===== src/rtl/axil_mmio_master_pkg.sv =====
// axil_mmio_master_pkg: shared FSM states, AXI response codes and size helpers
package axil_mmio_master_pkg;
  typedef enum logic [1:0] {IDLE, SEND, RESP, DONE} axil_mmio_state_e;
  localparam logic [1:0] RESP_OKAY = 2'b00;
  localparam logic [1:0] RESP_SLVERR = 2'b10;
  function automatic logic [3:0] size_mask(input logic [1:0] size);
    return size == 2'd0 ? 4'h1 : size == 2'd1 ? 4'h3 : 4'hF;
  endfunction
endpackage


===== src/rtl/axil_mmio_lane_align.sv =====
// axil_mmio_lane_align: write-lane replication/strobes and read-lane extraction
module axil_mmio_lane_align
  import axil_mmio_master_pkg::*;
#(
  parameter int data_width_p = 32
) (
  input  logic [1:0]                  addr_lo,
  input  logic [1:0]                  size,
  input  logic [data_width_p-1:0]     wdata_in,
  input  logic [data_width_p-1:0]     rdata_in,
  output logic [data_width_p-1:0]     wdata_out,
  output logic [data_width_p/8-1:0]   wstrb,
  output logic [data_width_p-1:0]     rdata_out
);
  logic [data_width_p-1:0] shifted;
  always_comb begin
    wdata_out = size == 2'd0 ? {(data_width_p/8){wdata_in[7:0]}}
              : size == 2'd1 ? {(data_width_p/16){wdata_in[15:0]}} : wdata_in;
    wstrb = (data_width_p/8)'(size_mask(size)) << addr_lo;
    shifted = rdata_in >> {addr_lo, 3'b000};
    rdata_out = size == 2'd0 ? data_width_p'(shifted[7:0])
              : size == 2'd1 ? data_width_p'(shifted[15:0]) : shifted;
  end
endmodule


===== src/rtl/axil_mmio_master.sv =====
// axil_mmio_master: single-outstanding MMIO request to AXI4-Lite master.
// Optional response timeout with AXIL_MMIO_MASTER_TIMEOUT_EN.
module axil_mmio_master
  import axil_mmio_master_pkg::*;
#(
  parameter int axil_data_width_p = 32,
  parameter int axil_addr_width_p = 32,
  parameter int timeout_cycles_p  = 1024
) (
  input  logic                           clk_i,
  input  logic                           reset_i,
  input  logic                           v_i,
  output logic                           ready_and_o,
  input  logic [axil_addr_width_p-1:0]   addr_i,
  input  logic                           wr_en_i,
  input  logic [1:0]                     data_size_i,
  input  logic [axil_data_width_p-1:0]   wdata_i,
  output logic                           v_o,
  input  logic                           ready_and_i,
  output logic [axil_data_width_p-1:0]   rdata_o,
  output logic                           err_o,
  output logic [axil_addr_width_p-1:0]   m_axil_awaddr,
  output logic [2:0]                     m_axil_awprot,
  output logic                           m_axil_awvalid,
  input  logic                           m_axil_awready_i,
  output logic [axil_data_width_p-1:0]   m_axil_wdata,
  output logic [axil_data_width_p/8-1:0] m_axil_wstrb,
  output logic                           m_axil_wvalid,
  input  logic                           m_axil_wready_i,
  input  logic [1:0]                     m_axil_bresp,
  input  logic                           m_axil_bvalid,
  output logic                           m_axil_bready_o,
  output logic [axil_addr_width_p-1:0]   m_axil_araddr,
  output logic [2:0]                     m_axil_arprot,
  output logic                           m_axil_arvalid,
  input  logic                           m_axil_arready_i,
  input  logic [axil_data_width_p-1:0]   m_axil_rdata,
  input  logic [1:0]                     m_axil_rresp,
  input  logic                           m_axil_rvalid,
  output logic                           m_axil_rready_o
);
  axil_mmio_state_e state_r, state_n;
  logic [axil_addr_width_p-1:0] addr_r;
  logic [axil_data_width_p-1:0] wdata_r, rdata_r, rdata_al;
  logic [1:0] size_r;
  logic [3:0] in_mask;
  logic wr_r, aw_done_r, w_done_r, err_r;
  logic accept, bad, aw_hs, w_hs, ar_hs, resp_hs, timeout, stale;
  assign in_mask = size_mask(data_size_i);
  assign bad = data_size_i == 2'd3 || |(addr_i[1:0] & in_mask[2:1]);
  assign ready_and_o = state_r == IDLE && !reset_i && !stale;
  assign accept = v_i && ready_and_o;
  assign m_axil_awaddr = addr_r;
  assign m_axil_araddr = addr_r;
  assign m_axil_awprot = 3'b000;
  assign m_axil_arprot = 3'b000;
  assign m_axil_awvalid = state_r == SEND && wr_r && !aw_done_r;
  assign m_axil_wvalid = state_r == SEND && wr_r && !w_done_r;
  assign m_axil_arvalid = state_r == SEND && !wr_r;
  assign m_axil_bready_o = (state_r == RESP && wr_r) || stale;
  assign m_axil_rready_o = (state_r == RESP && !wr_r) || stale;
  assign aw_hs = m_axil_awvalid && m_axil_awready_i;
  assign w_hs = m_axil_wvalid && m_axil_wready_i;
  assign ar_hs = m_axil_arvalid && m_axil_arready_i;
  assign resp_hs = state_r == RESP && (wr_r ? m_axil_bvalid : m_axil_rvalid);
  assign v_o = state_r == DONE;
  assign rdata_o = rdata_r;
  assign err_o = err_r;
  axil_mmio_lane_align #(.data_width_p(axil_data_width_p)) align (
    .addr_lo(addr_r[1:0]),
    .size(size_r),
    .wdata_in(wdata_r),
    .rdata_in(m_axil_rdata),
    .wdata_out(m_axil_wdata),
    .wstrb(m_axil_wstrb),
    .rdata_out(rdata_al)
  );
  always_comb begin
    state_n = state_r;
    case (state_r)
      IDLE: state_n = accept ? (bad ? DONE : SEND) : IDLE;
      SEND: state_n = (wr_r ? (aw_done_r || aw_hs) && (w_done_r || w_hs) : ar_hs) ? RESP : SEND;
      RESP: state_n = resp_hs || timeout ? DONE : RESP;
      DONE: state_n = ready_and_i ? IDLE : DONE;
      default: state_n = IDLE;
    endcase
  end
  always_ff @(posedge clk_i) begin
    if (reset_i) begin
      state_r <= IDLE;
      addr_r <= '0;
      wdata_r <= '0;
      rdata_r <= '0;
      size_r <= 2'd0;
      wr_r <= 1'b0;
      aw_done_r <= 1'b0;
      w_done_r <= 1'b0;
      err_r <= 1'b0;
    end else begin
      state_r <= state_n;
      if (accept) begin
        addr_r <= addr_i;
        wdata_r <= wdata_i;
        size_r <= data_size_i;
        wr_r <= wr_en_i;
        aw_done_r <= 1'b0;
        w_done_r <= 1'b0;
        err_r <= bad;
        rdata_r <= '0;
      end
      if (aw_hs) aw_done_r <= 1'b1;
      if (w_hs) w_done_r <= 1'b1;
      if (resp_hs) begin
        err_r <= (wr_r ? m_axil_bresp : m_axil_rresp) >= RESP_SLVERR;
        rdata_r <= wr_r ? '0 : rdata_al;
      end else if (timeout) err_r <= 1'b1;
    end
  end
`ifdef AXIL_MMIO_MASTER_TIMEOUT_EN
  localparam int cw = $clog2(timeout_cycles_p + 1);
  logic [cw-1:0] cnt_r;
  logic stale_r;
  assign timeout = state_r == RESP && !resp_hs && cnt_r == cw'(timeout_cycles_p - 1);
  assign stale = stale_r;
  // A late B/R after a timeout is swallowed here so it never reaches a new request.
  always_ff @(posedge clk_i) begin
    if (reset_i) begin
      cnt_r <= '0;
      stale_r <= 1'b0;
    end else begin
      cnt_r <= state_r == RESP ? cnt_r + cw'(1) : '0;
      if (timeout) stale_r <= 1'b1;
      else if (stale_r && (m_axil_bvalid || m_axil_rvalid)) stale_r <= 1'b0;
    end
  end
`else
  localparam int unused_timeout_p = timeout_cycles_p;
  assign timeout = 1'b0;
  assign stale = 1'b0;
`endif
endmodule


===== config.mk =====
export PLATFORM = sky130hd
export DESIGN_NAME = axil_mmio_master
export DESIGN_NICKNAME = d
export VERILOG_FILES = /design/src/rtl/axil_mmio_master_pkg.sv /design/src/rtl/axil_mmio_lane_align.sv /design/src/rtl/axil_mmio_master.sv
export SDC_FILE = /design/constraint.sdc
export NUM_CORES = 1
export LEC_CHECK = 0
export CORE_MARGIN = 2
export CORE_UTILIZATION = 30
export DETAILED_ROUTE_END_ITERATION = 10
export GPL_TIMING_DRIVEN = 0
export SLEW_MARGIN = 20
export SYNTH_ARGS = -nofsm -noshare
export SYNTH_HDL_FRONTEND = slang
export SYNTH_HIERARCHICAL = 1
export SYNTH_SLANG_ARGS = --single-unit

===== constraint.sdc =====
create_clock -name clk_i -period 1.85 [get_ports clk_i]
set_clock_uncertainty 0.2 [all_clocks]
set_input_delay 0.185 -clock clk_i [delete_from_list [all_inputs] [get_ports clk_i]]
set_output_delay 0.185 -clock clk_i [all_outputs]
set_load 0.01 [all_outputs]

==> impl_metrics.yaml, run 1 <==
timing:
  worst_pin_slew_ps: 538.2
  finalWorstSetupSlack_ps: -67.85
  hold_viol_final: 0
  rsz0062_at_grt: "true"
  post-route-period-util_pct: 103.7
  max_freq_mhz: 521.4
  drv_slew: 0
  finalCriticalPeriod_ps: 1918
  slew_headroom_pct: 64.12
  finalSetupViolCount: 17
logic_synthesis:
  syn-cell-area_um2: 5289
  synth_top_area_share_pct: 39.37
  syn_avg_cell_area_um2: 8.277
  synth_flop_cell: "dfxtp_1"
  synthTopCellsByArea: "dfxtp_1 39%, nand2b_1 9.0%, o21ai_0 7.3%"
  synth_edf_count: 0
  yosysWarnings: 6
  yosysSeqAreaShare_pct: 39.37
  yosysTopAreaCell: "dfxtp_1"
  async_reset_ff_share_pct: 0
  synth_cell_types: 36
  ys_ff_latch: 104
  postSynthCellCount: 639
floorplanning:
  core_area_um2: 17240
  die-area_um2: 18710
  pin_count: 258
  start_util_pct: 30.68
  num_rows: 48
  die_w_um: 136.8
  chipHeight_um: 136.8
global_routing:
  busiest_layer: "met2"
  grt_antenna_before_repair: 1
  grt_pass1_vias: 5507
  overflow: 0
  grt_use_met1_pct: 26.08
  use_met2_pct: 35.50
  grt_use_met3_pct: 8.296
  grt_max_degree: 16
  grt_usage_pct: 21.28
  grt_pass1_wl_um: 30440
placed_design:
  gp_congestion: 0.8357
  dp_slack_ps: -543.4
  io_buffers: 248
  placed_area_um2: 8071
  dp_hpwl_um: 14880
clock_network:
  cts-root-buf: "clkbuf_16"
  cts_sinks: 104
  htree_levels: 3
  cts_tree: "built"
  clk_latency_ps: 350
  ctsLongestPathBuffers: 2
  cts.clk_slew.worst_paths_ps: 70
  cts-hold-fix-buffers: 0
  cts_buffers: 9
worst_setup_path:
  worstSetupEndpoint: "m_axil_wdata[10]"
  slowest_stage: "dfxtp_4"
  cpPeakStageDelay_ps: 350
  r2r-end: "state_r[1]"
  reg2reg_depth: 6
  cp.required_ps: 1460
  rr_startpoint: "state_r[1]"
  critical_path_class: "reg -> out"
  rrSetupSlack_ps: 30
  cp-end-kind: "output port"
  arrival_ps: 1530
  critPathLaunch: "size_r[1]"
  cpMostUsedCell: "buf_6"
  crit_path_cell_trace: "buf_6 -> nor2_4 -> buf_8 -> mux2_4 -> buf_6"
  critPathLaunchType: "flip-flop"
  critPathMaxFanout: 6
power_and_ir_drop:
  pwr-share-clk_pct: 30.7
  p_comb_share_pct: 30.3
  ir_drop_mv: 0.4325
  cellLeakagePower_nw: 3.499
  p_switching_mw: 1.837
  p_int_mw: 4.643
  swShare_pct: 28.35
  cellPowerDensity_nw_per_um2: 721.1
  pwr-share-seq_pct: 39.1
final_layout:
  area_growth_syn_to_layout_pct: 69.88
  drive_gt1_share_pct: 24.12
  fin_nets: 1040
  diodes: 0
  design_area_um2: 8985
  fill_cells: 1665
  final_common_cell: "clkdlybuf4s50_1"
  mostFrequentLayoutCells: "210 x clkdlybuf4s50_1, 89 x dfxtp_1, 78 x nand2_1"
route:
  antenna_left: 0
  wirelength_um: 20300
  post_drt_wl_per_cell_um: 17.53
  vias: 5506
  via_per_inst: 4.755
  firstDrtPassIters: 5
  drc_errors: 0
  drt_iter0_markers: 351
status:
  violations: "setup timing"
  status: "complete, but fails checks"
run:
  drv_cap: 0
worst_hold_path:
  hold_class: "in -> reg"
-- cell type report --
| cell class | instances | area [um^2] | area share (%) |
|---|---|---|---|
| timing repair buffer | 279 | 2769 | 30.82 |
| sequential | 104 | 2113 | 23.52 |
| multi-input combinational | 442 | 2794 | 31.10 |
| buffer | 92 | 725.7 | 8.077 |
| tap | 225 | 281.5 | 3.133 |
| clock inverter | 2 | 37.54 | 0.4178 |
| clock buffer | 14 | 264.0 | 2.938 |
-- cells by family after synthesis --
group,synth area share (%)
AO/OA/AOI/OAI,18.12
other,0.07090
multiplexers,6.648
flip-flops,39.37
buffers and inverters,11.80
AND/OR/NAND/NOR,23.99
-- flip-flops by register name, indices dropped and copies added (netlist names) --
register,cells
m_axil_araddr,32
rdata_o,32
wdata_r,32
size_r,2
state_r,2
aw_done_r,1
err_o,1
w_done_r,1
wr_r,1
-- layer usage --
layer,part of all wire [%],wire (um),up-vias
li1,-,-,2694
met1,42,8447,2550
met2,47,9549,243
met3,10,2063,17
met4,1.1,233,2
met5,0.039,8,-
-- worst min path at each step --
stage,endpoint,from,slack [ps],cells after the start
5_1_grt,m_axil_araddr[18],addr_i[18],180,3
3_5_place_dp,wdata_r[23],wdata_r[23],270,2
2_1_floorplan,m_axil_araddr[0],addr_i[0],90,2
4_1_cts,wdata_r[17],wdata_i[17],170,3
3_3_place_gp,wdata_r[20],wdata_r[20],260,2
6_report,wdata_r[0],wdata_i[0],180,3
-- worst max-delay path, delay by kind of cell (launching register included) --
kind	cells	cell delay, ps
flip-flops	1	350
multiplexers	1	320
AND/OR/NAND/NOR	1	110
buffers and inverters	3	410
-- Yosys cell counts, types with 10 or more instances --
cell      count
a22oi_1      32
a211oi_1     26
nand2_1      82
nor2b_1      12
mux2i_1      16
and2_1       10
mux2_2       17
buf_4        49
o21ai_0      77
nor2_1       44
clkbuf_1     22
nand2b_1     76
dfxtp_1     104
buf_2        21
a21oi_1      16
-- per-stage QoR --
stage | instances | total power [mW] | TNS [ps] | utilization (%) | hold slack, ps
after detailed placement | 1117 | 4.300 | -49510 | 46.83 | 267.9
after global placement | 1117 | 4.305 | -46460 | 46.83 | 261.5
after CTS | 1156 | 6.452 | -1079 | 50.84 | 171.0
final | 1158 | 6.479 | -677.3 | 52.13 | 180.8
after floorplan | 644 | 3.353 | 0 | - | 93.62
after global routing | 1158 | 6.779 | -1846 | 52.13 | 182.8
-- power groups by stage --
stage | logic [mW] | clock network, mW | registers [mW]
CTS | 1.89 | 2.04 | 2.52
detailed placement | 1.74 | 0 | 2.56
global placement | 1.74 | 0 | 2.56
global route | 2.10 | 2.13 | 2.55
finish | 1.96 | 1.99 | 2.53
floorplan | 0.794 | 0 | 2.56
-- what timing repair did --
action,in CTS,in global routing
gates cloned,2,1
setup endpoints to repair,138,98
pin swaps,8,10
gates resized for setup,231,75
setup buffers,24,5
Note: power is estimated with default switching activity, not from simulation.
==> run 2, diff against run 1 <==
- CTS_BUF_LIST: unset -> sky130_fd_sc_hd__clkbuf_8
==> impl_metrics.yaml, run 2 (synthesis results as in run 1) <==
status:
  status: "complete, but fails checks"
  violations: "setup timing"
timing:
  rsz0062_at_grt: "true"
  tns_ps: -883.4
  finalWorstSetupSlack_ps: -106.4
  finalSetupViolCount: 14
  worst_pin_slew_ps: 551.4
  max_freq_mhz: 511.1
  slew_headroom_pct: 63.24
  finalCriticalPeriod_ps: 1956
  drv_slew: 0
  post-route-period-util_pct: 105.8
  hold_viol_final: 0
final_layout:
  final_common_cell: "clkdlybuf4s50_1"
  register_area_um2: 2133
  fin_util_pct: 53.88
  design_area_um2: 9288
  fill_cells: 1633
  area_growth_syn_to_layout_pct: 75.61
  drive_gt1_share_pct: 29.39
  multi_input_area_um2: 2982
  diodes: 0
  mostFrequentLayoutCells: "206 x clkdlybuf4s50_1, 81 x dfxtp_1, 80 x nand2_1"
  fin_nets: 1053
power_and_ir_drop:
  ir_drop_mv: 0.4456
  p_int_mw: 4.296
  swShare_pct: 29.89
  p_comb_share_pct: 34.4
  cellPowerDensity_nw_per_um2: 659.7
  pwr-share-seq_pct: 41.3
  cellLeakagePower_nw: 3.616
  total_power_mw: 6.127
  pwr-share-clk_pct: 24.3
  p_switching_mw: 1.831
run:
  drv_cap: 0
route:
  antenna_left: 0
  via_per_inst: 4.727
  wirelength_um: 20570
  drt_iter0_markers: 342
  post_drt_wl_per_cell_um: 17.57
  firstDrtPassIters: 4
  drc_errors: 0
  vias: 5535
worst_setup_path:
  cp-end-kind: "output port"
  rr_startpoint: "state_r[0]"
  critical_path_class: "reg -> out"
  critPathLaunchType: "flip-flop"
  reg2reg_depth: 8
  critPathMaxFanout: 6
  rrSetupSlack_ps: 30
  cp.required_ps: 1460
  arrival_ps: 1570
  r2r-end: "rdata_o[26]"
clock_network:
  ctsLongestPathBuffers: 2
  htree_levels: 3
  cts-hold-fix-buffers: 0
  cts_buffers: 9
  clk_latency_ps: 380
  cts.clk_slew.worst_paths_ps: 100
  cts_tree: "built"
  cts_sinks: 104
  cts-root-buf: "clkbuf_8"
floorplanning:
  die-area_um2: 18710
  chipHeight_um: 136.8
  start_util_pct: 30.68
  core_area_um2: 17240
  num_rows: 48
  pin_count: 258
  die_w_um: 136.8
placed_design:
  placed_area_um2: 8071
  io_buffers: 248
  dp_slack_ps: -543.4
  gp_congestion: 0.8357
  dp_hpwl_um: 14880
global_routing:
  grt_usage_pct: 21.20
  overflow: 0
  grt_max_degree: 16
  grt_use_met1_pct: 25.46
  grt_pass1_wl_um: 30400
  busiest_layer: "met2"
  grt_pass1_vias: 5525
  grt_use_met3_pct: 8.556
  grt_antenna_before_repair: 1
  use_met2_pct: 35.78
worst_hold_path:
  min_to: "wdata_r[0]"
  hold_path_depth: 3
  hold_class: "in -> reg"
  worstHoldStart: "wdata_i[0]"
## run 2: cell count changes in the layout (fill, tap and decap cells not counted), sizes merged
cell	previous run	this run
inv	0	3
clkdlybuf4s50	210	206
bufbuf	1	0
dlymetal6s2s	1	3
clkbuf	36	30
buf	131	150
## run 2: metal layers
layer / wire, um / vias up
met4: 300 / 2
met3: 2124 / 22
met1: 8243 / 2553
met5: 8 / -
met2: 9897 / 246
li1: - / 2712
## run 2: what timing repair did
item | 4_1_cts | 5_1_grt
gates cloned | 1 | 3
gates resized for setup | 267 | 127
setup buffers | 32 | 9
endpoints found under the setup margin | 144 | 133
pin swaps | 6 | 39
## run 2: final cells by class
cell class	instances	share of cell area (%)
sequential	104	22.97
clock buffer	11	1.630
clock inverter	5	0.5254
timing repair buffer	291	31.05
tap	225	3.031
buffer	93	8.689
multi-input combinational	442	32.10
## run 2: through the flow
stage	hold slack, ps	cells
finish	139.6	1171
global placement	261.5	1117
CTS	123.7	1163
detailed placement	267.9	1117
floorplan	93.62	644
global route	137.3	1171
## run 2: power by group through the flow
stage / Clock (mW) / Combinational [mW] / Sequential [mW]
after global routing: 1.62 / 2.25 / 2.55
after global placement: 0 / 1.74 / 2.56
after floorplan: 0 / 0.794 / 2.56
final: 1.49 / 2.11 / 2.53
after CTS: 1.54 / 1.95 / 2.52
after detailed placement: 0 / 1.74 / 2.56
## run 2: worst max path at each step
stage	startpoint	endpoint	slack (ps)
finish	size_r[1]	m_axil_wdata[9]	-110
global route	size_r[1]	m_axil_wdata[9]	-150
CTS	size_r[1]	m_axil_wdata[14]	-170
detailed placement	m_axil_araddr[0]	m_axil_wstrb[1]	-540
global placement	m_axil_araddr[0]	m_axil_wstrb[1]	-600
floorplan	state_r[1]	rdata_o[10]	120
## run 2: critical path: stages, from the launching register on
cell and delay [ps]:
dfxtp_4 360, buf_6 130, nor2_4 110, buf_8 160
mux2_4 310, buf_6 120
==> run 3, diff against run 2 <==
- CORE_MARGIN: 2 -> 3
- MAX_ROUTING_LAYER: unset -> met4
==> impl_metrics.yaml, run 3 (synthesis results as in run 1) <==
timing:
  finalWorstSetupSlack_ps: -139.6
  worst_pin_slew_ps: 520.3
  max_freq_mhz: 502.6
  post-route-period-util_pct: 107.5
  rsz0062_at_grt: "true"
  finalSetupViolCount: 13
  slew_headroom_pct: 65.31
  drv_slew: 0
  finalCriticalPeriod_ps: 1990
  hold_viol_final: 0
floorplanning:
  num_rows: 47
  start_util_pct: 31.23
  pin_count: 258
  core_area_um2: 16940
  chipHeight_um: 138.8
  die-area_um2: 19260
  die_w_um: 138.8
worst_setup_path:
  cp-end-kind: "output port"
  reg2reg_depth: 7
  critPathMaxFanout: 5
  critical_path_class: "reg -> out"
  cp.required_ps: 1460
  worstSetupEndpoint: "m_axil_wdata[9]"
  arrival_ps: 1600
  critPathLaunch: "size_r[1]"
  rrSetupSlack_ps: 30
  critPathLaunchType: "flip-flop"
  r2r-end: "wdata_r[6]"
  rr_startpoint: "state_r[0]"
run:
  drv_cap: 0
power_and_ir_drop:
  cellPowerDensity_nw_per_um2: 689.4
  cellLeakagePower_nw: 3.511
  total_power_mw: 6.148
  ir_drop_mv: 0.3005
placed_design:
  dp_hpwl_um: 14930
  io_buffers: 248
  dp_cells: 1112
  gp_congestion: 0.8418
final_layout:
  drive_gt1_share_pct: 26.18
  final_common_cell: "clkdlybuf4s50_1"
  fin_cells: 1152
  diodes: 0
  mostFrequentLayoutCells: "207 x clkdlybuf4s50_1, 82 x nand2_1, 76 x nand2b_1"
  area_growth_syn_to_layout_pct: 68.61
  fin_nets: 1039
  fin_util_pct: 52.65
clock_network:
  htree_levels: 3
  cts_sinks: 104
  cts.clk_slew.worst_paths_ps: 120
  cts-hold-fix-buffers: 0
  cts_tree: "built"
  cts_buffers: 9
  clk_latency_ps: 390
  ctsLongestPathBuffers: 2
  cts-root-buf: "clkbuf_8"
status:
  violations: "setup timing"
  status: "complete, but fails checks"
global_routing:
  grt_max_degree: 20
  grt_pass1_vias: 5487
  grt_usage_pct: 20.50
  grt_pass1_wl_um: 30750
  grt_antenna_before_repair: 0
  overflow: 0
route:
  antenna_left: 0
  firstDrtPassIters: 4
  wirelength_um: 20010
  drt_iter0_markers: 231
  drc_errors: 0
  post_drt_wl_per_cell_um: 17.37
  via_per_inst: 4.694
  vias: 5408
worst_hold_path:
  hold_class: "in -> reg"
-- run 3: per-stage QoR --
stage                     instance area [um^2]  worst slack [ps]  hold slack (ps)  setup TNS [ps]
after floorplan                           5308             124.2            93.62               0
after global placement                    8065            -486.4            263.1          -49890
after detailed placement                  8065            -497.5            268.8          -50320
after CTS                                 8692            -158.4            107.6           -1382
after global routing                      8917            -195.8            121.0           -2042
final                                     8917            -139.6            126.8           -1206
-- run 3: what timing repair did --
action                                  CTS  global route
buffers inserted                         25             3
resized for setup                       255            86
cloned                                    1             1
pin swaps                                 6             7
endpoints found under the setup margin  150           149
-- run 3: area by class of cell --
cell class	count	area (um^2)
buffer	94	755.7
clock buffer	9	123.9
clock inverter	7	105.1
fill	1623	8019
multi-input combinational	442	2786
sequential	104	2150
tap	220	275.3
timing repair buffer	276	2721
-- run 3: worst min-delay path by stage --
stage	start	to	slack [ps]	cells past startpoint
after global placement	wdata_r[17]	wdata_r[17]	260	2
final	wdata_i[18]	wdata_r[18]	130	3
after detailed placement	wdata_r[21]	wdata_r[21]	270	2
after global routing	wdata_i[18]	wdata_r[18]	120	3
after CTS	wdata_i[6]	wdata_r[6]	110	3
after floorplan	addr_i[0]	m_axil_araddr[0]	90	2
-- run 3: worst max-delay path, cell delays in order (launching register included) --
cell     delay, ps
dfxtp_2        350
buf_8          130
nor2_4         140
buf_6          150
mux2_4         310
buf_6          120
-- run 3: metal layers --
| metal | vias to the layer above | global-route usage, % | routed length, um |
|---|---|---|---|
| met4 | 0 | 5.304 | 320 |
| met2 | 203 | 32.55 | 9360 |
| met3 | 20 | 4.345 | 1293 |
| met5 | - | - | 0 |
| li1 | 2687 | - | - |
| met1 | 2498 | 26.71 | 9039 |
-- run 3: power by group --
part / total [mW] / internal (mW) / leakage, nW / switching (mW)
logic: 1.94 / 1.11 / 2.53 / 0.826
registers: 2.54 / 2.40 / 0.866 / 0.138
clock network: 1.67 / 0.779 / 0.112 / 0.892
total: 6.15 / 4.29 / 3.51 / 1.86
